--- src/rtl/cat_infer_sequencer.sv ---
// Runs one CatRecognizer inference: streams image words 1..NUM_WORDS, accumulates pixel*weight, adds bias, decides.
// done edge is NUM_WORDS+3 cycles after the start sample; one word per cycle, no backpressure (start_work low aborts).
module cat_infer_sequencer #(
    parameter int Amba_Word       = 24,
    parameter int Amba_Addr_Depth = 12,
    parameter int NUM_WORDS       = 4096,
    parameter int ACC_W           = 32
) (
    input  logic                       clk_i,
    input  logic                       rst_i,
    input  logic                       start_work_i,
    output logic [Amba_Addr_Depth:0]   mem_addr_o,
    output logic                       mem_rd_o,
    input  logic [Amba_Word-1:0]       pix_word_i,
    input  logic [Amba_Word-1:0]       wgt_word_i,
    input  logic [Amba_Word-1:0]       bias_i,
    output logic                       busy_o,
    output logic                       done_o,
    output logic                       clear_start_o,
    output logic                       cat_result_o
);

    localparam int AW = Amba_Addr_Depth + 1;
    localparam int PW = 19;
    localparam logic [AW-1:0] LAST_ADDR = AW'(NUM_WORDS);

    typedef enum logic [2:0] {
        S_IDLE,
        S_FETCH,
        S_DRAIN,
        S_DECIDE,
        S_DONE
    } state_t;

    state_t                   state_q;
    logic [AW-1:0]            mem_addr_q;
    logic                     mem_rd_q;
    logic                     busy_q;
    logic                     done_q;
    logic                     clear_start_q;
    logic                     cat_result_q;
    logic                     drain_q;
    logic                     rd_vld_q;
    logic                     p_vld_q;
    logic signed [PW-1:0]     prod_q;
    logic signed [ACC_W-1:0]  acc_q;

    logic signed [PW-1:0]     prod_d;
    logic signed [ACC_W-1:0]  bias_ext;
    logic signed [ACC_W-1:0]  final_sum;
    logic                     cat_d;

    // Unsigned pixel times signed weight, both widened before the multiply.
    function automatic logic signed [PW-1:0] lane_mac(input logic [7:0] p, input logic [7:0] w);
        logic signed [PW-1:0] ps;
        logic signed [PW-1:0] ws;
        ps = signed'(PW'(p));
        ws = PW'(signed'(w));
        return ps * ws;
    endfunction

    always_comb begin
        prod_d = lane_mac(pix_word_i[Amba_Word-1 -: 8],  wgt_word_i[Amba_Word-1 -: 8])
               + lane_mac(pix_word_i[Amba_Word-9 -: 8],  wgt_word_i[Amba_Word-9 -: 8])
               + lane_mac(pix_word_i[Amba_Word-17 -: 8], wgt_word_i[Amba_Word-17 -: 8]);
        bias_ext  = ACC_W'(signed'(bias_i));
        final_sum = acc_q + bias_ext;
        cat_d     = ~final_sum[ACC_W-1] && (final_sum != '0);
    end

    always_ff @(posedge clk_i or posedge rst_i) begin
        if (rst_i) begin
            state_q       <= S_IDLE;
            mem_addr_q    <= '0;
            mem_rd_q      <= 1'b0;
            busy_q        <= 1'b0;
            done_q        <= 1'b0;
            clear_start_q <= 1'b0;
            cat_result_q  <= 1'b0;
            drain_q       <= 1'b0;
            rd_vld_q      <= 1'b0;
            p_vld_q       <= 1'b0;
            prod_q        <= '0;
            acc_q         <= '0;
        end else begin
            done_q        <= 1'b0;
            clear_start_q <= 1'b0;
            rd_vld_q      <= mem_rd_q;
            p_vld_q       <= rd_vld_q;
            prod_q        <= prod_d;
            if (p_vld_q) begin
                acc_q <= acc_q + ACC_W'(prod_q);
            end

            case (state_q)
                S_IDLE: begin
                    if (start_work_i) begin
                        acc_q      <= '0;
                        p_vld_q    <= 1'b0;
                        mem_addr_q <= AW'(1);
                        mem_rd_q   <= 1'b1;
                        busy_q     <= 1'b1;
                        state_q    <= S_FETCH;
                    end
                end
                S_FETCH: begin
                    if (!start_work_i) begin
                        // Flush the valid pipe so aborted reads never reach acc.
                        mem_rd_q <= 1'b0;
                        busy_q   <= 1'b0;
                        rd_vld_q <= 1'b0;
                        p_vld_q  <= 1'b0;
                        state_q  <= S_IDLE;
                    end else if (mem_addr_q == LAST_ADDR) begin
                        mem_rd_q <= 1'b0;
                        drain_q  <= 1'b0;
                        state_q  <= S_DRAIN;
                    end else begin
                        mem_addr_q <= mem_addr_q + AW'(1);
                    end
                end
                S_DRAIN: begin
                    if (!start_work_i) begin
                        busy_q   <= 1'b0;
                        rd_vld_q <= 1'b0;
                        p_vld_q  <= 1'b0;
                        state_q  <= S_IDLE;
                    end else if (drain_q) begin
                        state_q <= S_DECIDE;
                    end else begin
                        drain_q <= 1'b1;
                    end
                end
                S_DECIDE: begin
                    cat_result_q  <= cat_d;
                    done_q        <= 1'b1;
                    clear_start_q <= 1'b1;
                    busy_q        <= 1'b0;
                    state_q       <= S_DONE;
                end
                S_DONE: begin
                    if (!start_work_i) begin
                        state_q <= S_IDLE;
                    end
                end
                default: begin
                    state_q <= S_IDLE;
                end
            endcase
        end
    end

    assign mem_addr_o    = mem_addr_q;
    assign mem_rd_o      = mem_rd_q;
    assign busy_o        = busy_q;
    assign done_o        = done_q;
    assign clear_start_o = clear_start_q;
    assign cat_result_o  = cat_result_q;

endmodule
--- config.mk ---
export PLATFORM = sky130hd
export DESIGN_NAME = cat_infer_sequencer
export DESIGN_NICKNAME = d
export VERILOG_FILES = /design/src/rtl/cat_infer_sequencer.sv
export SDC_FILE = /design/constraint.sdc
export NUM_CORES = 1
export LEC_CHECK = 0
export ABC_AREA = 1
export CORE_MARGIN = 2
export CORE_UTILIZATION = 40
export DETAILED_ROUTE_END_ITERATION = 6
export MAX_ROUTING_LAYER = met4
export PLACE_DENSITY = 0.61
export REMOVE_ABC_BUFFERS = 1
export SYNTH_ARGS = -nofsm -noshare
export SYNTH_HDL_FRONTEND = slang
export SYNTH_SLANG_ARGS = --single-unit
export TNS_END_PERCENT = 10
--- constraint.sdc ---
create_clock -name clk_i -period 2.7 [get_ports clk_i]
set_clock_uncertainty 0.1 [all_clocks]
set_input_delay 0.27 -clock clk_i [delete_from_list [all_inputs] [get_ports clk_i]]
set_output_delay 0.27 -clock clk_i [all_outputs]
set_load 0.02 [all_outputs]
* After elaboration in Yosys (flattened, before gate mapping)
Cells that the tools add are included.
Word-level totals: bits in writable memories 0, register bits 74, bits in latches 0, memories kept 0, logic and storage cells 74, ROM bits 0
Operators by class: multiply operators 3, equality and inequality tests 14, reduce and logical (&&, ||, !) cells 12, divide/modulo/power cells 0, multiplexer cells 28, add/subtract/negate cells 5, $lt $le $gt $ge 0, shift operators 0, bitwise gates (word level) 1
Operators with widths (count):
- 2-to-1 mux 32 bit | 3
- multiplier 9 x 8 -> 17 bit | 3
- 2-to-1 mux 13 bit | 3
- adder 32 x 19 -> 32 bit | 1
- adder 32 x 24 -> 32 bit | 1
- nonzero test 32 bit | 1
- one-hot mux 13 bit (2 select lines) | 1
- adder 18 x 17 -> 19 bit | 1
- adder 17 x 17 -> 18 bit | 1
- 2-to-1 mux 3 bit | 6
- one-hot mux 3 bit (5 select lines) | 1
- inequality test 2 bit (second input constant) | 7
- adder 13 x 1 -> 13 bit (second input constant) | 1
- equality test 13 bit (second input constant) | 1
- AND reduction 4 bit | 3
- 2-to-1 mux 1 bit | 10
- equality test 3 x 2 -> 1 bit (second input constant) | 2
- inequality test 3 bit (second input constant) | 2
- one-hot mux 1 bit (2 select lines) | 3
- AND reduction 3 bit | 2
- nonzero test 2 bit | 2
- equality test 3 x 1 -> 1 bit (second input constant) | 1
- equality test 3 bit (second input constant) | 1
- zero test 3 bit | 1
- 5 further kinds | 5

* Longest topological paths before layout
Gate-level depths: netlist of run 1.
word-level depth 4, mapped depth 27, depth with buffers taken out 26

* Worst setup path before layout of run 1
Ideal clock, no wire load.
kind input-to-reg, start point input wgt_word_i[19], end point register prod_q[15], cell stages on the path 24, setup slack -3.173 ns, path buffers 1, arrival time 5.649 ns, cells stage by stage clkbuf_1 > nand2_1 > fa_1 > inv_1 > fa_1 > inv_1 > fa_1 > fa_1 > inv_1 > fa_1 > inv_1 > fa_1 > inv_1 > fa_1 > ha_1 > a21oi_1 > nor2_1 > nor2_1 > o21ai_2 > a21boi_0 > o21ai_0 > nand3_1 > nand2_1 > xor2_1
Between the ends: cells in the longest elaborated chain, start to end 3
RTL lines:
- from (decl) | line 15 | input logic [Amba_Word-1:0] wgt_word_i,
- multiplier 9 x 8 -> 17 bit | line 59 | return ps * ws;
- adder 17 x 17 -> 18 bit | line 64 | + lane_mac(pix_word_i[Amba_Word-9 -: 8], wgt_word_i[Amba_Word-9 -: 8])
- adder 18 x 17 -> 19 bit | line 65 | + lane_mac(pix_word_i[Amba_Word-17 -: 8], wgt_word_i[Amba_Word-17 -: 8]);
- net prod_d[15] | line 48 | logic signed [PW-1:0] prod_d;
- to (signal assigned) | line 90 | prod_q <= prod_d;
- to (decl) | line 45 | logic signed [PW-1:0] prod_q;
The timed path passes the listed nets, and every way through them passes these cells. A chain may end at the register's enable or synchronous reset.

* Worst setup path after layout of run 1
start point input wgt_word_i[7], end point register prod_q[18]
Between the ends: cells in the longest elaborated chain, start to end 2
RTL lines (line):
- multiplier 9 x 8 -> 17 bit | 59
- adder 18 x 17 -> 19 bit | 65
- net prod_d[18] | 48
The timed path passes the listed nets, and every way through them passes these cells.

==> results of run 1 <==
==> what timing repair did <==
item,CTS,global route
gates resized for setup,231,85
pin swaps,48,39
setup endpoints to repair,17,20
buffers inserted,9,2
==> registers in the layout (all words and copies together), names as in the netlist, 3 cells and up <==
| signal | flops |
|---|---|
| mem_addr_o | 13 |
| acc_q | 32 |
| prod_q | 19 |
| state_q | 3 |
==> worst min-delay path by stage <==
| stage | from | endpoint | slack (ns) | cells after the start |
|---|---|---|---|---|
| CTS | rst_i | mem_addr_o[2] | 0.06 | 2 |
| global placement | cat_result_o | cat_result_o | 0.37 | 2 |
| finish | rst_i | mem_addr_o[1] | 0.06 | 2 |
| global route | rst_i | mem_addr_o[1] | 0.08 | 2 |
| floorplan | start_work_i | mem_rd_o | 0.34 | 2 |
| detailed placement | cat_result_o | cat_result_o | 0.39 | 2 |
==> metal layers <==
metal	vias up	wire length, microns
met1	6288	17500
met3	82	1130
met5	-	0
met2	249	20200
li1	6903	-
met4	0	1380
==> cells in the final DEF (no fill, tap or decap), types with 12 or more instances in the layout <==
cell             Yosys  routed
nor2_1             134     131
buf_2                0      22
fa_1               168     166
nand2_2             24      36
inv_1              582     562
buf_6                0      21
inv_2                8      27
clkdlybuf4s50_1      0      44
nand2_1            515     501
a21oi_1             76      66
ha_1               175     163
o21ai_0             52      49
or2_2               13      12
nand3_1             72      68
o211ai_1            16      16
nand4_1             21      21
nor3_1              18      17
xor2_1              20      20
buf_4                1     203
dfrtp_1             74      74
==> cell families after synthesis <==
logic type,Yosys count,share of synthesized area
fa+ha+maj,343,0.372
xor+xnor,31,0.0182
buf+inv,651,0.164
simple gates,835,0.239
compound gates,203,0.0828
flops,74,0.124
==> metrics by stage <==
| stage | utilization | area [sq um] | setup TNS, ns | setup WS [ns] |
|---|---|---|---|---|
| 2_1_floorplan | - | 14700 | -41.00 | -3.14 |
| 3_5_place_dp | 0.483 | 17700 | -54.76 | -3.74 |
| 5_1_grt | 0.502 | 18400 | -40.54 | -2.80 |
| 6_report | 0.502 | 18400 | -38.00 | -2.61 |
| 4_1_cts | 0.500 | 18300 | -38.59 | -2.66 |
| 3_3_place_gp | 0.483 | 17700 | -53.95 | -3.72 |
==> cell usage after synthesis, drive strengths merged, types with 11 or more instances <==
cell type	n	area, sq um
xor2	20	175
nand3	78	420
nor2	146	593
nor3	21	126
o21ai	57	297
ha	175	2190
o211ai	16	120
clkbuf	56	210
nand4	21	131
nand2	541	2110
or2	16	103
o21bai	11	86.3
xnor2	11	96.3
fa	168	3360
a21oi	80	430
dfrtp	74	1850
inv	590	2210
==> critical path, cell delays in order <==
cell	delay [ns]
buf_2	0.15
clkinv_4	0.08
or2_2	0.28
fa_1	0.46
fa_1	0.51
inv_1	0.05
fa_1	0.45
fa_1	0.51
fa_1	0.44
fa_1	0.54
inv_1	0.05
fa_1	0.49
inv_2	0.05
ha_4	0.21
a21oi_2	0.12
inv_2	0.05
a31oi_4	0.18
o21ai_4	0.10
buf_6	0.12
nand3_2	0.05
o2111ai_2	0.10
xnor2_1	0.15
==> layout make-up <==
type	instances	area [sq um]
fillers	3578	18300
multi-input cells	1412	11000
repair buffers	303	2430
inverters	594	2240
flip-flops and latches	74	1850
well taps	468	586
clock buffers	12	267
clock inverters	4	72.6
==> summary.md, run 1 <==
| Metric | Value |
|---|---|
| Global-route wire length before repair | `66.3 mm` |
| IO buf count | `just over 90` |
| Crit share post-route | `1.97` |
| Number of flops mapped to enable cells by yosys | `0` |
| Max Fanout on Critical Path | `3` |
| Setup slack, reg-to-reg | `roughly 0.13 ns` |
| TritonRoute pass-1 iters | `5` |
| R2r endpoint | `cat_result_o` |
| FF-to-FF Start | `acc_q[11]` |
| Slew Viols, Final | `0` |
| Maxcap violations | `0` |
| All-Layer GR Usage | `0.220` |
| Post-DP HPWL | `between 30 and 40 mm` |
| Global route hottest layer | `met2` |
| Final WS setup | `-2.61 ns` |
| Antenna violations before repair | `0` |
| Crit path DAT | `5.43 ns` |
| Clock buffer depth | `2` |
| Worst skew pair latency | `roughly 0.34 ns` |
| M3 GR Usage | `0.0164` |
| Final worst path period need | `roughly 5.3 ns` |
| Vias in the first global route | `between 10000 and 15000` |
| DRC | `0` |
| Hold WS | `between 0.06 and 0.07 ns` |
| Global routing usage on met1 | `0.260` |
| Synth Instances | `2137` |
| CTS tree | `built` |
| CP Class | `in2reg` |
| Die span in x | `197 microns` |
| Largest net degree at the start of global routing | `39` |
| Cell variety after synth | `53` |
| Antenna diode count | `0` |
| Root Driver | `clkbuf_16` |
| Placed Cells | `between 2000 and 3000` |
| Worst reg2reg path depth | `15` |
| Starting density of the core | `0.407` |
| Die area | `just under 40000 sq um` |
| Synthesis-stage register bit count | `between 70 and 80` |
| Die Height | `between 150 and 200 microns` |
| Detailed Route WL | `40.2 mm` |
| I/O pin count | `93` |
| Row cnt | `70` |
| Crit path from | `wgt_word_i[7]` |
| Slew margin rel. | `0.650` |
| Post-Syn Area per Cell | `between 6 and 7 sq um` |
| Worst Hold Class | `in2async` |
| Status | `finished with violations` |
| Routed via count | `around 14000` |
| Filler-free cell count of the finished design | `about 2900` |
| Setup crit end kind | `register` |
| Worst Tran Pin Value | `about 0.52 ns` |
| # setup viols final | `17` |
| Final net count | `about 2800` |
| Hold Fails Final Rpt | `0` |
| Yosys warns | `0` |
| Highest Clock Rate | `between 150 and 200 MHz` |
| Fraction of layout cells with a size suffix above 1 | `0.179` |
| Clock sinks | `74` |
| Core area | `36700 sq um` |
| Sequential area share after synthesis | `0.124` |
| GRT overflow | `0` |
| RSZ-0062 raised after global routing | `yes` |
| Met2 usage | `0.394` |
| Required @ worst endpoint | `approximately 2.8 ns` |
| Ys async rst share | `1.00` |
| Crit path to | `prod_q[18]` |
| Htree depth | `3` |
| Reg clk slew, reported paths | `approximately 0.06 ns` |
| Post-cts hold buffer count | `0` |
| TritonCTS buffer count | `9` |
| Final ANT Viol Nets | `0` |
| Main synth FF type | `dfrtp_1` |
| Synth Cell Area | `14900 sq um` |
| Failing checks | `negative setup slack` |
| Iter 0 DRT Violations | `roughly 480` |
| Layout overhead on the synthesized area | `23.4%` |
| Startpoint Class | `primary input` |
| Via density | `between 4 and 5` |
| DR WL/cell | `about 14 microns` |
| RePlAce Congestion | `approximately 0.93` |
Power of run 1 is not shown: default switching activity piles up to over one toggle a cycle in this logic, so the estimate is an artifact.
==> inputs of run 2 (changes only) <==
--- a/config.mk
+++ b/config.mk
@@ -9,8 +9,9 @@
 export CORE_MARGIN = 2
 export CORE_UTILIZATION = 40
 export DETAILED_ROUTE_END_ITERATION = 6
+export DONT_BUFFER_PORTS = 1
 export MAX_ROUTING_LAYER = met4
-export PLACE_DENSITY = 0.61
+export PLACE_DENSITY = 0.57
 export REMOVE_ABC_BUFFERS = 1
 export SYNTH_ARGS = -nofsm -noshare
 export SYNTH_HDL_FRONTEND = slang
==> summary.md, run 2 (synthesis gave the netlist of run 1 again) <==
| Metric | Value |
|---|---|
| DRC | `0` |
| Maxcap violations | `0` |
| RSZ-0062 raised after global routing | `yes` |
| Largest register FFs | `32` |
| CP most frequent cell | `fa_1` |
| Slew Viols, Final | `0` |
| Die Height | `between 150 and 200 microns` |
| Largest net degree at the start of global routing | `54` |
| Largest reg by FF count | `acc_q` |
| RePlAce Congestion | `between 0.8 and 0.9` |
| Crit path DAT | `5.32 ns` |
| Final net count | `between 2000 and 3000` |
| Status | `finished with violations` |
| Post-DP HPWL | `around 34 mm` |
| Row cnt | `70` |
| Crit share post-route | `1.92` |
| Worst Tran Pin Value | `~0.66 ns` |
| Iter 0 DRT Violations | `401` |
| Clock buffer depth | `2` |
| Dpl ws | `-3.10 ns` |
| Setup crit end kind | `register` |
| Max incr delay on CP | `around 0.56 ns` |
| Startpoint Class | `primary input` |
| Routed via count | `~13000` |
| Crit path cell chain | `clkinv_2 -> or2_4 -> fa_1 -> fa_1 -> inv_2 -> fa_1 -> fa_1 -> fa_1 -> fa_1 -> inv_1 -> fa_1 -> inv_1 -> ha_4 -> a21oi_1 -> inv_1 -> a31oi_4 -> o21ai_2 -> buf_4 -> nand3_2 -> o2111ai_2 -> xnor2_1` |
| Root Driver | `clkbuf_16` |
| Reg clk slew, reported paths | `roughly 0.060 ns` |
| Final WS setup | `-2.49 ns` |
| Max Fanout on Critical Path | `2` |
| Starting density of the core | `0.407` |
| Clock sinks | `74` |
| Fraction of layout cells with a size suffix above 1 | `0.0990` |
| # setup viols final | `17` |
| Via density | `between 4 and 5` |
| Die span in x | `between 150 and 200 microns` |
| Most frequent cells in the layout | `577 x inv_1, 512 x nand2_1, 167 x ha_1` |
| Vias in the first global route | `around 13000` |
| Worst Hold Class | `in2reg` |
| CTS tree | `built` |
| Hold Fails Final Rpt | `0` |
| Required @ worst endpoint | `between 2 and 3 ns` |
| DR WL/cell | `roughly 14 microns` |
| Detailed Route WL | `between 30 and 40 mm` |
| Filler-free cell count of the finished design | `roughly 2600` |
| Htree depth | `3` |
| I/O pin count | `slightly above 90` |
| Die area | `slightly below 40000 sq um` |
| Failing checks | `negative setup slack` |
| Commonest non-fill, non-tap cell in the layout | `inv_1` |
| IO buf count | `0` |
| Layout overhead on the synthesized area | `9.99%` |
| Global-route wire length before repair | `63.9 mm` |
| Critical path's slowest cell | `fa_1` |
| Crit-path leading delay family | `adder cells` |
| CP Class | `in2reg` |
| Hold WS | `approximately 0.018 ns` |
| Fill cells | `about 3800` |
| All-Layer GR Usage | `0.212` |
| Highest Clock Rate | `slightly below 200 MHz` |
| TritonCTS buffer count | `9` |
| Buffers & Inverters on Critical Path | `6` |
| Slew margin rel. | `0.559` |
| Placed Cells | `around 2600` |
| Final ANT Viol Nets | `0` |
| Antenna diode count | `0` |
| TritonRoute pass-1 iters | `5` |
| Antenna violations before repair | `0` |
| GRT overflow | `0` |
| Final worst path period need | `between 5 and 6 ns` |
| Core area | `between 30000 and 40000 sq um` |
| Worst skew pair latency | `0.34 ns` |
[run 2: cell type report]
type,count,area [sq um],area share
clock buffer,12,256,0.0156
clock inverter,3,15.0,0.000915
inverter,594,2230,0.136
multi-input combinational,1412,10900,0.662
sequential,74,1850,0.113
tap,468,586,0.0357
timing repair buffer,77,603,0.0367
[run 2: timing repair]
action | CTS | global route
hold endpoints to repair | 37 | 0
pin swaps | 14 | 24
resized for setup | 27 | 28
hold buffers | 2 | 0
setup buffers | 1 | 1
endpoints found under the setup margin | 17 | 26
[run 2: path summary, 6_finish.rpt]
check	from	end	slack [ns]	depth (start not counted)
worst max-delay path	wgt_word_i[15]	prod_q[18]	-2.49	21
worst min-delay path	start_work_i	state_q[2]	0.02	2
worst max register to register	acc_q[0]	cat_result_o	0.16	18
worst min register to register	rd_vld_q	p_vld_q	0.42	1
max in group asynchronous	rst_i	acc_q[0]	1.52	3
min in group asynchronous	rst_i	mem_addr_o[2]	0.35	2
[run 2: through the flow]
step / util / TNS [ns] / area (sq um)
after global routing: 0.447 / -37.02 / 16400
after global placement: 0.432 / -42.46 / 15900
after CTS: 0.444 / -34.78 / 16300
after floorplan: - / -41.00 / 14700
after detailed placement: 0.432 / -43.18 / 15900
final: 0.447 / -34.49 / 16400
[run 2: per-layer routing]
metal | wire (microns) | vias to the layer above | part of all wire | GRT usage
li1 | - | 6469 | - | -
met1 | 16800 | 5828 | 0.44 | 0.249
met2 | 18600 | 210 | 0.49 | 0.372
met3 | 1680 | 59 | 0.044 | 0.0352
met4 | 971 | 0 | 0.026 | 0.0624
met5 | 0 | - | 0 | -
[run 2: worst reg2reg max path: stages, from the launching register on]
cell and delay [ns]:
dfrtp_1 0.36, ha_1 0.17, inv_1 0.05, fa_1 0.39, inv_1 0.11, nand3_1 0.09
nand3_2 0.10, nand2_1 0.06, nand2_1 0.12, buf_4 0.15, nand2_1 0.05, nand2_1 0.07
xor2_1 0.07, nor2_1 0.09, nand2_1 0.07, nor2_2 0.13, nand3_1 0.12, nand3_1 0.08
nand2_1 0.05
Power of run 2 is left out for the same reason.
